**config.mk**
```make
export PLATFORM = sky130hd
export DESIGN_NAME = apb_wait_cycle_ctrl
export DESIGN_NICKNAME = d
export VERILOG_FILES = /design/src/rtl/apb_wait_cycle_ctrl.sv
export SDC_FILE = /design/constraint.sdc
export NUM_CORES = 1
export LEC_CHECK = 0
export CORE_AREA = 2 2 39 41
export CTS_BUF_LIST = sky130_fd_sc_hd__clkbuf_8 sky130_fd_sc_hd__clkbuf_16
export DETAILED_ROUTE_END_ITERATION = 10
export DIE_AREA = 0 0 41 43
export PLACE_DENSITY = 0.75
export SLEW_MARGIN = 20
export SYNTH_ARGS = -nofsm -noshare
export SYNTH_HDL_FRONTEND = slang
export SYNTH_SLANG_ARGS = --single-unit
```
**constraint.sdc**
```tcl
create_clock -name PCLK -period 2.8 [get_ports PCLK]
set_input_delay 0.42 -clock PCLK [delete_from_list [all_inputs] [get_ports PCLK]]
set_output_delay 0.42 -clock PCLK [all_outputs]
set_load 0.02 [all_outputs]
```
**src/rtl/apb_wait_cycle_ctrl.sv**
```systemverilog
// Programmable APB wait-state controller: latches a per-direction wait count at setup and holds PREADY low for that many cycles.
// Optional slave-error path enabled by defining APB_WAIT_SLVERR_EN.
module apb_wait_cycle_ctrl #(
    parameter int CNT_W    = 4,
    parameter int RST_WAIT = 0
) (
    input  logic             PCLK,
    input  logic             PRESET,
    input  logic             PSEL,
    input  logic             PENABLE,
    input  logic             PWRITE,
    input  logic             access,
    input  logic             addr_err,
    input  logic [CNT_W-1:0] rd_wait,
    input  logic [CNT_W-1:0] wr_wait,
    output logic             PREADY,
    output logic             PSLVERR,
    output logic [CNT_W-1:0] wait_counter,
    output logic             xfer_done,
    output logic             busy
);

    typedef enum logic {
        ST_IDLE   = 1'b0,
        ST_ACCESS = 1'b1
    } state_t;

    localparam logic [CNT_W-1:0] CNT_ZERO   = {CNT_W{1'b0}};
    localparam logic [CNT_W-1:0] CNT_ONE    = {{(CNT_W-1){1'b0}}, 1'b1};
    localparam logic [CNT_W-1:0] RST_WAIT_C = RST_WAIT[CNT_W-1:0];

    state_t           state_q, state_d;
    logic [CNT_W-1:0] cnt_q, cnt_d;
    logic [CNT_W-1:0] tgt_wait_q, tgt_wait_d;
    logic [CNT_W-1:0] sel_wait_s;
    logic             setup_s;
    logic             ready_s;
    logic             complete_s;

    assign setup_s    = PSEL & ~PENABLE & access;
    // Ready depends only on flops, so there is no path from the APB inputs to PREADY.
    assign ready_s    = (state_q == ST_ACCESS) && (cnt_q == tgt_wait_q);
    assign complete_s = PSEL & PENABLE & ready_s;

`ifdef APB_WAIT_SLVERR_EN
    logic err_q, err_d;

    // An illegal address completes with zero wait so the error returns fast.
    always_comb begin
        if (addr_err) begin
            sel_wait_s = CNT_ZERO;
        end else begin
            sel_wait_s = PWRITE ? wr_wait : rd_wait;
        end
    end
`else
    logic unused_addr_err_s;
    assign unused_addr_err_s = addr_err;

    // Wait count chosen by transfer direction only.
    always_comb begin
        sel_wait_s = PWRITE ? wr_wait : rd_wait;
    end
`endif

    // Next-state, counter and latch logic.
    always_comb begin
        state_d    = state_q;
        cnt_d      = cnt_q;
        tgt_wait_d = tgt_wait_q;
`ifdef APB_WAIT_SLVERR_EN
        err_d      = err_q;
`endif
        case (state_q)
            ST_IDLE: begin
                cnt_d = CNT_ZERO;
                if (setup_s) begin
                    state_d    = ST_ACCESS;
                    tgt_wait_d = sel_wait_s;
`ifdef APB_WAIT_SLVERR_EN
                    err_d      = addr_err;
`endif
                end else begin
                    state_d = ST_IDLE;
                end
            end
            ST_ACCESS: begin
                if (!PSEL || complete_s) begin
                    state_d = ST_IDLE;
                    cnt_d   = CNT_ZERO;
`ifdef APB_WAIT_SLVERR_EN
                    err_d   = 1'b0;
`endif
                end else if (PENABLE && !ready_s) begin
                    cnt_d = cnt_q + CNT_ONE;
                end else begin
                    cnt_d = cnt_q;
                end
            end
            default: begin
                state_d = ST_IDLE;
                cnt_d   = CNT_ZERO;
            end
        endcase
    end

    // State register with synchronous reset taking priority.
    always_ff @(posedge PCLK) begin
        if (PRESET) begin
            state_q    <= ST_IDLE;
            cnt_q      <= CNT_ZERO;
            tgt_wait_q <= RST_WAIT_C;
`ifdef APB_WAIT_SLVERR_EN
            err_q      <= 1'b0;
`endif
        end else begin
            state_q    <= state_d;
            cnt_q      <= cnt_d;
            tgt_wait_q <= tgt_wait_d;
`ifdef APB_WAIT_SLVERR_EN
            err_q      <= err_d;
`endif
        end
    end

    assign PREADY       = ready_s;
    assign busy         = (state_q == ST_ACCESS);
    assign wait_counter = cnt_q;
    assign xfer_done    = complete_s;
`ifdef APB_WAIT_SLVERR_EN
    assign PSLVERR      = err_q & ready_s;
`else
    assign PSLVERR      = 1'b0;
`endif

endmodule
```
# == Word level (Yosys, flattened, before mapping) ==
# Index checks and enable logic that the tools add are counted.
# totals
output_inout_bits,8
register_bits,9
# op_classes
eq_ne,2
bitwise_logic,6
n_reduce_logical,6
n_mux,7
add_sub_neg,1
# ops
cell,n
$mux 4,3
$pmux 4 s2,1
$add 4x1->4 const B,1
$and 1x1->1,4
$eq 4x4->1,1
$ne 3x1->1 const B,1
$logic_and 1x1->1,2
$logic_not 1->1,2
$mux 1,2
$not 1->1,2
$pmux 1 s2,1
$reduce_and 2->1,1
$logic_or 1x1->1,1

# == Depth between registers and ports, before layout ==
# Gate-level depths: netlist (run 1).
# logic_depth
word_depth,7
depth_mapped,5

# == Worst setup path before layout (run 1) ==
# OpenSTA, ideal clock, no wires.
# synth_timing
path_type,reg2out
startpoint,"reg cnt_q[0], in the netlist wait_counter[0]"
endpoint,out xfer_done
path_buffers,0
arrival_ns,1.179
setup_slack_ns,1.201
path_stages_with_launch,4
cell_sequence,dfxtp_1 > xnor2_1 > nand4_1 > nor2_1
# synth_between
elab_chain_cells,3
# synth_lines
item,line_no,rtl
start: declaration,33,"logic [CNT_W-1:0] cnt_q, cnt_d;"
start signal: assignment,118,cnt_q <= cnt_d;
$eq 4x4->1,42,assign ready_s = (state_q == ST_ACCESS) && (cnt_q == tgt_wait_q);
$logic_and 1x1->1,42,
$and 1x1->1,43,assign complete_s = PSEL & PENABLE & ready_s;
end: declaration,19,"output logic xfer_done,"
# No other way between the ends.

# == Final worst setup path (run 1) ==
# layout_timing
startpoint,in PENABLE
endpoint,out xfer_done
# layout_between
elab_chain_cells,2
# layout_lines
item,line_no,rtl
start: declaration,10,"input logic PENABLE,"
$and 1x1->1 (2 in series),43,
# No other way between the ends.

==> flow_summary.toml, run 1 <==
[worst_setup_path]
r2r_end = "busy"
crit_fanout = 8
worstSetupPathType = "input port to output port"
reg2reg_depth = 4
worstPathRequired_ps = 2380
startpoint_type = "input port"
r2r-start = "wait_counter[3]"
crit_path_end_kind = "output port"
r2r_slack_ps = 1490
cp_data_arrival_time_ps = 1870

[placed_design]
place_inst = 92
placed_area_sq_um = 709.4
portBuffers = 20
gp_routability_congestion = 0.7005
hpwl_microns = 869.6
pre_cts_slack_ps = 539.6

[clock_network]
cts_root_buffer = "clkbuf_8"
cts.sinks = 9
clock_path_buffers = 2
clk_latency_ps = 230
postCtsSetupBuffers = 0
numCtsBuffers = 3
ctsHoldBuffers = 0
cts_tree = "done"
cts.clk_slew.worst_paths_ps = 50
cts_htree_levels = 1
cts-resized-gates = 0

[logic_synthesis]
synth_top_cell_by_area = "dfxtp_1"
ys_seq_elements = 9
netlist.area_leader.share = 0.3521
synth-edff-count = 0
ys_seq_area_frac = 0.3521
async_reset_ff_frac = 0
synth_compound_area_frac = 0.1883
yosys_warnings = 0
synth_fp_nets = 75
synthTopCellsByCount = "nor2_1, dfxtp_1"
muxShareOfSynthArea = 0.07824
synthTopCellsByArea = "dfxtp_1, mux2i_1, nor2_1, xnor2_1, a211oi_1"
synth_top_family_by_area = "compound AO/OA/AOI/OAI gates"
synthFlopType = "dfxtp_1"
synthXorXnorAreaFrac = 0.1027
synth-simple-area-share = 0.1736
yosysMostFrequentCell = "nor2_1"
synth_cells = 59
netlist_area_sq_um = 511.7
synth_cell_type_count = 23
yosys.area_share.adder = 0.02445
avgSynthCellArea_sq_um = 8.674

[drt]
routed_via_density = 5.104
first_iter_violations = 16
drt-total-wl_microns = 1118
drc = 0
firstDrtPassIters = 4
antenna_left = 0
avgRoutedWirePerCell_microns = 11.65
via_count = 490

[layout]
fin_nets = 97
design_area_sq_um = 754.5
multi_input_area_sq_um = 294.0
drive_gt1_frac = 0.05000
layout.cells.non_filler = 96
final_core_util = 0.5452
area_growth_pct = 47.43
fillers = 141
regArea_sq_um = 180.2
antenna_cells = 0

[power_and_ir_drop]
power.density_nw_per_um2 = 437.4
leakagePower_nw = 0.2704
power_mw = 0.3300
ir_drop_v = 0.0003552

[die]
coreArea_sq_um = 1384
fp.dieArea_sq_um = 1763
start_util = 0.3698
rows = 14
pin_count = 23
die_x_microns = 41
die_h_microns = 43

[sta]
final_max_slew_viol_count = 0
worst_clock_skew_ps = 3.387
worst_slack_ps = 512.3
hold_viol_final = 0
fin_setup_tns_ps = 0
setup_viol = 0
timing.hold.ws_ps = 513.3
rsz0062_at_grt = "false"
fin_crit_sh = 0.8170
fmax_ghz = 0.4371
min_period_ps = 2288

[worst_hold_path]
holdPathEnd = "tgt_wait_q[3]"
hold_class = "flop to flop"
min_path_cells = 2
holdCritStartpoint = "tgt_wait_q[3]"

[global_routing]
grt_pass1_vias = 481
track_usage = 0.1630
grt_first_pass_wirelength_microns = 1897
grt_max_degree = 10
antenna_found_initial = 0
grt_overflow = 0

[flow_run]
cap_violations = 0

[run_status]
status = "complete, no violations"
## flip-flops by register name, indices dropped and copies added (netlist names)
signal / flops
tgt_wait_q: 4
busy: 1
wait_counter: 4
## worst max path at each step
| stage | end | cells past startpoint | startpoint |
|---|---|---|---|
| after global routing | PREADY | 4 | wait_counter[0] |
| after global placement | xfer_done | 4 | PENABLE |
| final | xfer_done | 4 | PENABLE |
| after CTS | xfer_done | 4 | PENABLE |
| after floorplan | xfer_done | 3 | wait_counter[0] |
| after detailed placement | xfer_done | 4 | PENABLE |
## placed cells by master, fill, tap and decap left out, types with 3 or more instances in the layout
cell type / instances
o21ai_0: 3
clkdlybuf4s50_1: 20
nor2_1: 10
clkbuf_8: 3
a211oi_1: 4
inv_1: 5
xnor2_1: 4
mux2i_1: 4
dfxtp_1: 9
## worst max-delay path, stage by stage
cell	delay (ps)
clkdlybuf4s50_1	590
nand3_1	140
nor2_1	110
clkdlybuf4s50_1	600
## layout make-up
type / instances / area share
multi-input cells: 43 / 0.3897
repair buffers: 20 / 0.2653
flip-flops and latches: 9 / 0.2388
clock buffers: 3 / 0.05473
well taps: 16 / 0.02653
inverters: 4 / 0.01990
clock inverters: 1 / 0.004975
## metal layers
layer | global-route usage | up-vias | share of wire
met3 | 0.07330 | 4 | 0.086
met5 | 0 | - | 0
met4 | 0.1200 | 0 | 0.015
li1 | - | 253 | -
met2 | 0.2375 | 25 | 0.50
met1 | 0.1748 | 208 | 0.40
## where the power goes
part,total (mW),leakage [nW],internal [mW],switching (mW)
Sequential,0.136,0.0731,0.132,0.00359
Clock,0.144,0.0269,0.0953,0.0492
Combinational,0.0496,0.170,0.0283,0.0213
Total,0.330,0.270,0.256,0.0740
## logic make-up (layout without fill, tap and decap cells)
| family | after synthesis | in the layout |
|---|---|---|
| other | 1 | 1 |
| flip-flops | 9 | 9 |
| multiplexers | 4 | 4 |
| buffers and inverters | 7 | 28 |
| AO/OA/AOI/OAI | 13 | 13 |
| adder cells (fa/ha/maj) | 1 | 1 |
| AND/OR/NAND/NOR | 18 | 18 |
| XOR/XNOR | 6 | 6 |
Power figures use the tool's default switching activity.
==> inputs of run 2 (changes only) <==
Settings changed: CORE_AREA 2 2 39 41 to not set, CORE_MARGIN set to 2, CORE_UTILIZATION set to 39, DIE_AREA 0 0 41 43 to not set, PLACE_DENSITY 0.75 to 0.76.
Clock period 2.8 ns to 2.17 ns, I/O delays scaled along.
==> flow_summary.toml, run 2 (synthesis results as in run 1) <==
[run_status]
status = "complete, no violations"

[die]
coreArea_sq_um = 1269
start_util = 0.4034
die_x_microns = 40.23
rows = 13
die_h_microns = 40.23
pin_count = 23
fp.dieArea_sq_um = 1618

[power_and_ir_drop]
seqPwrFrac = 0.406
comb_power_share = 0.156
leakagePower_nw = 0.3123
intPower_mw = 0.3341
ir_drop_v = 0.0002915
p_switching_mw = 0.1013
p_clk_frac = 0.439
power.density_nw_per_um2 = 543.7
switching_share = 0.2326

[sta]
worst_slack_ps = 88.64
fin_crit_sh = 0.9591
hold_viol_final = 0
setup_viol = 0
min_period_ps = 2081
fin_setup_tns_ps = 0
worst_clock_skew_ps = 1.534
fmax_ghz = 0.4805
final_max_slew_viol_count = 0

[clock_network]
cts.sinks = 9
cts_root_buffer = "clkbuf_8"
clk_latency_ps = 230
cts.clk_slew.worst_paths_ps = 50
clock_path_buffers = 2
cts_tree = "done"
numCtsBuffers = 3
ctsHoldBuffers = 0
cts_htree_levels = 1
cts-resized-gates = 0
postCtsSetupBuffers = 0

[placed_design]
gp_routability_congestion = 0.6972
placed_area_sq_um = 738.2
portBuffers = 20
hpwl_microns = 903.9
pre_cts_slack_ps = 211.6

[worst_setup_path]
slowest_stage = "clkdlybuf4s50_1"
crit_fanout = 4
cp_data_arrival_time_ps = 1760
worstPathRequired_ps = 1840
crit_path_end_kind = "output port"
cp_top_family = "buffers and inverters"
crit_chain = "xnor2_2 > nand4_1 > nor2_1 > clkdlybuf4s50_1"
startpoint_type = "flop"
critical-path-max-stage-delay_ps = 610
worstSetupPathType = "flop to output port"
worst-path-buf-inv = 1

[drt]
via_count = 510
first_iter_violations = 3
routed_via_density = 5.152
drt-total-wl_microns = 1200
firstDrtPassIters = 4
avgRoutedWirePerCell_microns = 12.12
drc = 0
antenna_left = 0

[layout]
fillers = 123
design_area_sq_um = 800.8
final_common_cell = "clkdlybuf4s50_1"
layout_common_cells = "clkdlybuf4s50_1, nor2_1, dfxtp_1"
area_growth_pct = 56.48
fin_nets = 101
antenna_cells = 0
drive_gt1_frac = 0.1190

[worst_hold_path]
hold_class = "flop to flop"

[global_routing]
grt_max_degree = 10
antenna_found_initial = 0
grt_overflow = 0
track_usage = 0.1830
grt_pass1_vias = 469
grt_first_pass_wirelength_microns = 1904

[flow_run]
cap_violations = 0
[run 2: power groups by stage]
stage	combinational, mW	sequential, mW	clock [mW]
final	0.0679	0.177	0.191
after global routing	0.0753	0.177	0.197
after CTS	0.0673	0.176	0.192
after detailed placement	0.0669	0.179	0
after global placement	0.0658	0.178	0
after floorplan	0.0317	0.179	0
[run 2: worst register-to-register path, stage by stage (launching register included)]
cell,delay [ps]
dfxtp_1,420
xnor2_2,160
nand3_1,90
o311ai_0,370
a21boi_1,120
[run 2: worst paths after layout]
path,slack [ps],cells after the start,start,to
min reg2reg,540,2,tgt_wait_q[3],tgt_wait_q[3]
min,540,2,tgt_wait_q[3],tgt_wait_q[3]
max,90,4,wait_counter[2],PREADY
max reg2reg,880,4,wait_counter[2],wait_counter[0]
[run 2: metrics by stage]
stage,total power [mW],util,std cells,hold slack (ps)
2_1_floorplan,0.2102,-,59,397.9
3_3_place_gp,0.2440,0.5819,95,506.1
3_5_place_dp,0.2455,0.5819,95,510.1
4_1_cts,0.4345,0.6174,99,516.0
5_1_grt,0.4496,0.6312,99,561.7
6_report,0.4354,0.6312,99,536.7
[run 2: layer usage]
layer | vias up | share of wire | global-route usage
met5 | - | 0 | 0
met4 | 0 | 0.028 | 0.1500
met3 | 5 | 0.066 | 0.03333
met2 | 22 | 0.49 | 0.3024
met1 | 224 | 0.41 | 0.2020
li1 | 259 | - | -
[run 2: area by class of cell]
| cell class | count | area (sq um) | area share |
|---|---|---|---|
| well taps | 15 | 18.77 | 0.02344 |
| inverters | 4 | 15.01 | 0.01875 |
| repair buffers | 24 | 232.7 | 0.2906 |
| multi-input cells | 43 | 309.0 | 0.3859 |
| clock inverters | 1 | 3.754 | 0.004688 |
| flip-flops and latches | 9 | 180.2 | 0.2250 |
| clock buffers | 3 | 41.29 | 0.05156 |
